File: src/rtl/mem_arbiter.sv
// mem_arbiter: two-requester round-robin arbiter onto a single-port RAM with 1-cycle read latency
// Ports: clk/reset (async, active high); m0_*/m1_* request (req, addr, we, wmask, wdata) and
// response (gnt, rvalid, rdata) ports; ram_* drives the RAM (en, byte we, word addr, wdata, rdata).
module mem_arbiter #(
  parameter int ADDR_WIDTH = 32,
  parameter int DATA_WIDTH = 32
) (
  input  logic                    clk,
  input  logic                    reset,
  input  logic                    m0_req,
  input  logic [ADDR_WIDTH-1:0]   m0_addr,
  input  logic                    m0_we,
  input  logic [DATA_WIDTH/8-1:0] m0_wmask,
  input  logic [DATA_WIDTH-1:0]   m0_wdata,
  output logic                    m0_gnt,
  output logic                    m0_rvalid,
  output logic [DATA_WIDTH-1:0]   m0_rdata,
  input  logic                    m1_req,
  input  logic [ADDR_WIDTH-1:0]   m1_addr,
  input  logic                    m1_we,
  input  logic [DATA_WIDTH/8-1:0] m1_wmask,
  input  logic [DATA_WIDTH-1:0]   m1_wdata,
  output logic                    m1_gnt,
  output logic                    m1_rvalid,
  output logic [DATA_WIDTH-1:0]   m1_rdata,
  output logic                    ram_en,
  output logic [DATA_WIDTH/8-1:0] ram_we,
  output logic [ADDR_WIDTH-3:0]   ram_addr,
  output logic [DATA_WIDTH-1:0]   ram_wdata,
  input  logic [DATA_WIDTH-1:0]   ram_rdata
);
  logic prio_q, prio_d, rsp_valid_q, rsp_valid_d, rsp_owner_q, rsp_owner_d;
  logic unused_addr_lsb;
  assign unused_addr_lsb = ^{m0_addr[1:0], m1_addr[1:0]};
  always_comb begin
    m0_gnt = !reset && m0_req && (!m1_req || !prio_q);
    m1_gnt = !reset && m1_req && (!m0_req || prio_q);
    prio_d = m0_gnt ? 1'b1 : m1_gnt ? 1'b0 : prio_q;
    rsp_valid_d = (m0_gnt && !m0_we) || (m1_gnt && !m1_we);
    rsp_owner_d = m1_gnt;
    ram_en = m0_gnt || m1_gnt;
    ram_addr = m1_gnt ? m1_addr[ADDR_WIDTH-1:2] : m0_addr[ADDR_WIDTH-1:2];
    ram_wdata = m1_gnt ? m1_wdata : m0_wdata;
    ram_we = (m0_gnt && m0_we) ? m0_wmask : (m1_gnt && m1_we) ? m1_wmask : '0;
    m0_rvalid = !reset && rsp_valid_q && !rsp_owner_q;
    m1_rvalid = !reset && rsp_valid_q && rsp_owner_q;
    m0_rdata = ram_rdata;
    m1_rdata = ram_rdata;
  end
  always_ff @(posedge clk or posedge reset) begin
    if (reset) begin
      prio_q <= 1'b0;
      rsp_valid_q <= 1'b0;
      rsp_owner_q <= 1'b0;
    end else begin
      prio_q <= prio_d;
      rsp_valid_q <= rsp_valid_d;
      rsp_owner_q <= rsp_owner_d;
    end
  end
endmodule

File: config.mk
export PLATFORM = sky130hd
export DESIGN_NAME = mem_arbiter
export DESIGN_NICKNAME = d
export VERILOG_FILES = /design/src/rtl/mem_arbiter.sv
export SDC_FILE = /design/constraint.sdc
export NUM_CORES = 1
export LEC_CHECK = 0
export ABC_CLOCK_PERIOD_IN_PS = 4400
export CELL_PAD_IN_SITES_DETAIL_PLACEMENT = 1
export CELL_PAD_IN_SITES_GLOBAL_PLACEMENT = 1
export CORE_AREA = 2 2 121 123
export CTS_BUF_LIST = sky130_fd_sc_hd__clkbuf_8 sky130_fd_sc_hd__clkbuf_16
export DETAILED_ROUTE_END_ITERATION = 16
export DIE_AREA = 0 0 123 125
export PLACE_DENSITY = 0.83
export SLEW_MARGIN = 20
export SYNTH_ARGS = -nofsm -noshare
export SYNTH_HDL_FRONTEND = slang
export SYNTH_SLANG_ARGS = --single-unit
File: constraint.sdc
create_clock -name clk -period 4.4 [get_ports clk]
set_clock_uncertainty 0.2 [all_clocks]
set_input_delay 0.66 -clock clk [delete_from_list [all_inputs] [get_ports clk]]
set_output_delay 0.66 -clock clk [all_outputs]
set_load 0.01 [all_outputs]
Yosys cells after proc, flatten, opt, wreduce, memory -nomap -nowiden
Index checks and enable logic that the tools add are counted.
W data, S select, Z words.
{ "totals": {"reg_bits": 3, "input_bits": 174} }
{ "op_classes": {"muxes": 6, "reduce_logical": 23} }
{ "op_table": {"columns": ["cell", "count"], "rows": [
  ["$mux W32", 1],
  ["$mux W30", 1],
  ["$logic_and A1 B1 Y1", 11],
  ["$mux W4", 2],
  ["$logic_not A1 Y1", 7],
  ["$logic_or A1 B1 Y1", 4],
  ["$mux W1", 2],
  ["$reduce_bool A2 Y1", 1]
]} }

Depth between registers and ports, before layout
{ "logic_depth": {"word_depth": 6, "ltp_mapped": 4, "mapped_depth_nobuf": 4} }

Least setup slack after synthesis
No wires, ideal clock.
{ "synth_timing": {"kind": "in2out", "startpoint": "input port reset", "endpoint": "output port ram_addr[10]", "required_time_ns": 3.540, "cell_stages": 4, "arrival_ns": 1.473, "slack_ns": 2.067, "cell_sequence": "inv_1 > nand3_4 > buf_6 > mux2_4"} }
{ "synth_via": {"elab_chain_len": 4} }
{ "synth_lines": {"columns": ["element", "line_no", "rtl"], "rows": [
  ["start, declared", "9", "input logic reset,"],
  ["$logic_not A1 Y1 (no line)", null, null],
  ["$logic_and A1 B1 Y1 (2 in series)", "37", "m1_gnt = !reset && m1_req && (!m0_req || prio_q);"],
  ["$mux W30", "42", "ram_addr = m1_gnt ? m1_addr[ADDR_WIDTH-1:2] : m0_addr[ADDR_WIDTH-1:2];"],
  ["end, declared", "28", "output logic [ADDR_WIDTH-3:0] ram_addr,"]
]} }
No other way between the ends.

Worst setup path after layout
{ "layout_timing": {"startpoint": "input port reset", "endpoint": "output port ram_we[3]"} }
{ "layout_via": {"elab_chain_len": 6, "elab_cells_between_ends": 9} }
{ "layout_lines": {"columns": ["element", "line_no", "rtl"], "rows": [
  ["$logic_not A1 Y1 (no line) (*)", null, null],
  ["$logic_and A1 B1 Y1 (2 in series)", "37", null],
  ["$logic_and A1 B1 Y1", "44", "ram_we = (m0_gnt && m0_we) ? m0_wmask : (m1_gnt && m1_we) ? m1_wmask : '0;"],
  ["$mux W4", "44", null],
  ["$mux W4 (*)", "44", null],
  ["end, declared", "27", "output logic [DATA_WIDTH/8-1:0] ram_we,"]
]} }
Every way passes the cells marked *; elsewhere a longest branch is shown, timed or not.

==> summary.md <==
| Metric | Value |
|---|---|
| Status | complete, no violations |
| HPWL after detailed placement | around 6600 um |
| Root buf cell | clkbuf_16 |
| Drt first pass iters | 3 |
| Ports | 309 |
| Final Cycle Share | between 80 and 90% |
| Final Hold Vio Count | 0 |
| WL/cell | 15.7 um |
| Combinational family with the most area after synthesis | multiplexers |
| Via count | 1640 |
| Final setup viols | 0 |
| PD cells | 159 nW/um^2 |
| Slew Limit Headroom | 62.1% |
| First-pass GRT wire length | 10500 um |
| Critical Path RT | 3540 ps |
| GRT overflow | 0 |
| Initial core utilization | 11.9% |
| Largest net degree at the start of global routing | 29 |
| Final net count | 475 |
| Adder-Cell Fraction of Synth Area | 0% |
| Max-slew violation count | 0 |
| CTS H-tree lvls | 1 |
| Cts hold-fix bufs | 0 |
| Placed insts | 480 |
| WP data arrival | between 2000 and 3000 ps |
| Die Wd | between 100 and 150 um |
| Synth Flop Type | dfrtp_1 |
| Biggest area consumer among synthesized cells | mux2_4 |
| Initial drt markers | 20 |
| Num CTS Buffers | 3 |
| Rows | 44 |
| Clk_lat worst skew | around 220 ps |
| P_leak | 0.00153 uW |
| Top cells by area, synth | mux2_4 (53%), buf_4 (29%), dfrtp_1 (4.5%) |
| Maximum fanout along the worst path | 17 |
| Crit Path Class | input pin to primary output |
| Post-CTS sizing | 0 |
| Core area | between 10000 and 15000 sq um |
| DRC Markers | 0 |
| Critical Path End Type | primary output |
| Yosys warnings | 0 |
| Layout cells sized above 1 | around a quarter |
| Setup TNS | 0 ps |
| Yosys reg bits | 3 |
| Period minus WS final | ~3800 ps |
| Yosys cell types | 18 |
| Number of synthesized flops with an enable pin | 0 |
| Die H | 125 um |
| Clock Path Buffers | 2 |
| Synth Area in Compound Gates | 3.94% |
| Maximum vdd ir drop | 0.0000760 V |
| Vias in the first global route | between 1500 and 2000 |
| Layout area overhead | 112% |
| Hold Crit Class | register to register |
| Reg-to-reg slack, setup | between 2000 and 3000 ps |
| Post-CTS Setup Bufs | 0 |
| Mean Syn Cell Area | approximately 11 sq um |
| Most frequent cell after synthesis | buf_4 |
| XOR/XNOR share of the synthesized area | 0% |
| Worst-path clk slew | around 30 ps |
| Layout Cells excl Fill | 484 |
| Mapped Cells | 155 |
| Final WL | 7610 um |
| Startpoint type of the worst setup path | input pin |
| GRT Total Usage | 8.76% |
| Post-synthesis mux area share | 54.6% |
| Worst slew pin tran | 565 ps |
| Final core occ | 25.2% |
| Top cells by count, synth | buf_4 (64), mux2_4 (59), buf_6 (6) |
| Asr flop ratio synth | 100% |
| Remaining antenna violation count | 0 |
| Synth Area in Simple Gates | roughly 3.8% |
| Die area | 15400 sq um |
| RSZ-0062 raised after global routing | no |
| Port Buffers | 208 |
| Sequential element share of the synthesized area | 4.46% |
| Diode count | 0 |
| Gpl congestion | 0.720 |
| Initial antenna violation count | 0 |
| MaxCap Viol Count | 0 |
| Worst hold slack | 355 ps |
| Fmax | between 200 and 300 MHz |
| CTS tree | yes |
| Synthesized area | 1680 sq um |
| Post-synth top area share | between 50% and 60% |
| Via/cell ratio | 3.39 |
| Mapped Nets | approximately 330 |
| Num Clock Sinks | 3 |
[cell type report]
| class | count | area (sq um) |
|---|---|---|
| clock buffers | 3 | 75.1 |
| clock inverters | 1 | 3.75 |
| fillers | 1622 | 10600 |
| inverters | 3 | 11.3 |
| multi-input cells | 79 | 1050 |
| flip-flops and latches | 3 | 75.1 |
| well taps | 184 | 230 |
| repair buffers | 211 | 2130 |
[state kept, by name, summed over array words and instances, names as in the netlist]
signal,flops
prio_q,1
rsp_owner_q,1
rsp_valid_q,1
[power by group]
group          switching (uW)  leakage (uW)  internal (uW)
logic                     118       0.00145            274
registers                2.95     0.0000386           30.9
clock network            25.0     0.0000423            117
total                     146       0.00153            423
[routing by layer]
metal | GRT usage (%) | share of wire (%) | vias to the layer above
met5 | 0 | 0 | -
met2 | 17.3 | 52 | 115
met4 | 1.94 | 0.89 | 0
met1 | 8.72 | 34 | 739
met3 | 2.69 | 14 | 21
li1 | - | - | 765
[cells in the final DEF, fill, tap and decap left out, drive strengths merged, types with 2 or more instances in the layout]
master / count
dfrtp: 3
a32o: 4
clkbuf: 3
nor2: 2
mux2: 62
buf: 3
inv: 4
clkdlybuf4s50: 208
nand2b: 3
[worst max-delay path, stage by stage]
cell and delay [ps]:
clkdlybuf4s50_1 480, inv_1 210, nand3_4 340, buf_12 300
inv_1 180, a32o_1 220, clkdlybuf4s50_1 550
[metrics by stage]
| step | setup slack (ps) | area [sq um] | total power, uW |
|---|---|---|---|
| after CTS | 515 | 3570 | 578 |
| final | 574 | 3570 | 568 |
| after global routing | 396 | 3570 | 597 |
| after global placement | 639 | 3500 | 423 |
| after detailed placement | 534 | 3500 | 430 |
| after floorplan | 2070 | 1680 | 244 |
[cells by family (layout without fill, tap and decap cells)]
group / count (synthesis) / after routing
buffers and inverters: 73 / 218
multiplexers: 62 / 62
AND/OR/NAND/NOR: 9 / 9
AO/OA/AOI/OAI: 8 / 8
flip-flops: 3 / 3
[final timing paths]
kind,cells after the start,start,endpoint
min reg2reg,1,prio_q,prio_q
min in group asynchronous,2,reset,prio_q
max reg2reg,4,prio_q,rsp_owner_q
max,7,reset,ram_we[3]
min,1,prio_q,prio_q
max in group asynchronous,2,reset,rsp_valid_q
(Power assumes the default switching activity.)
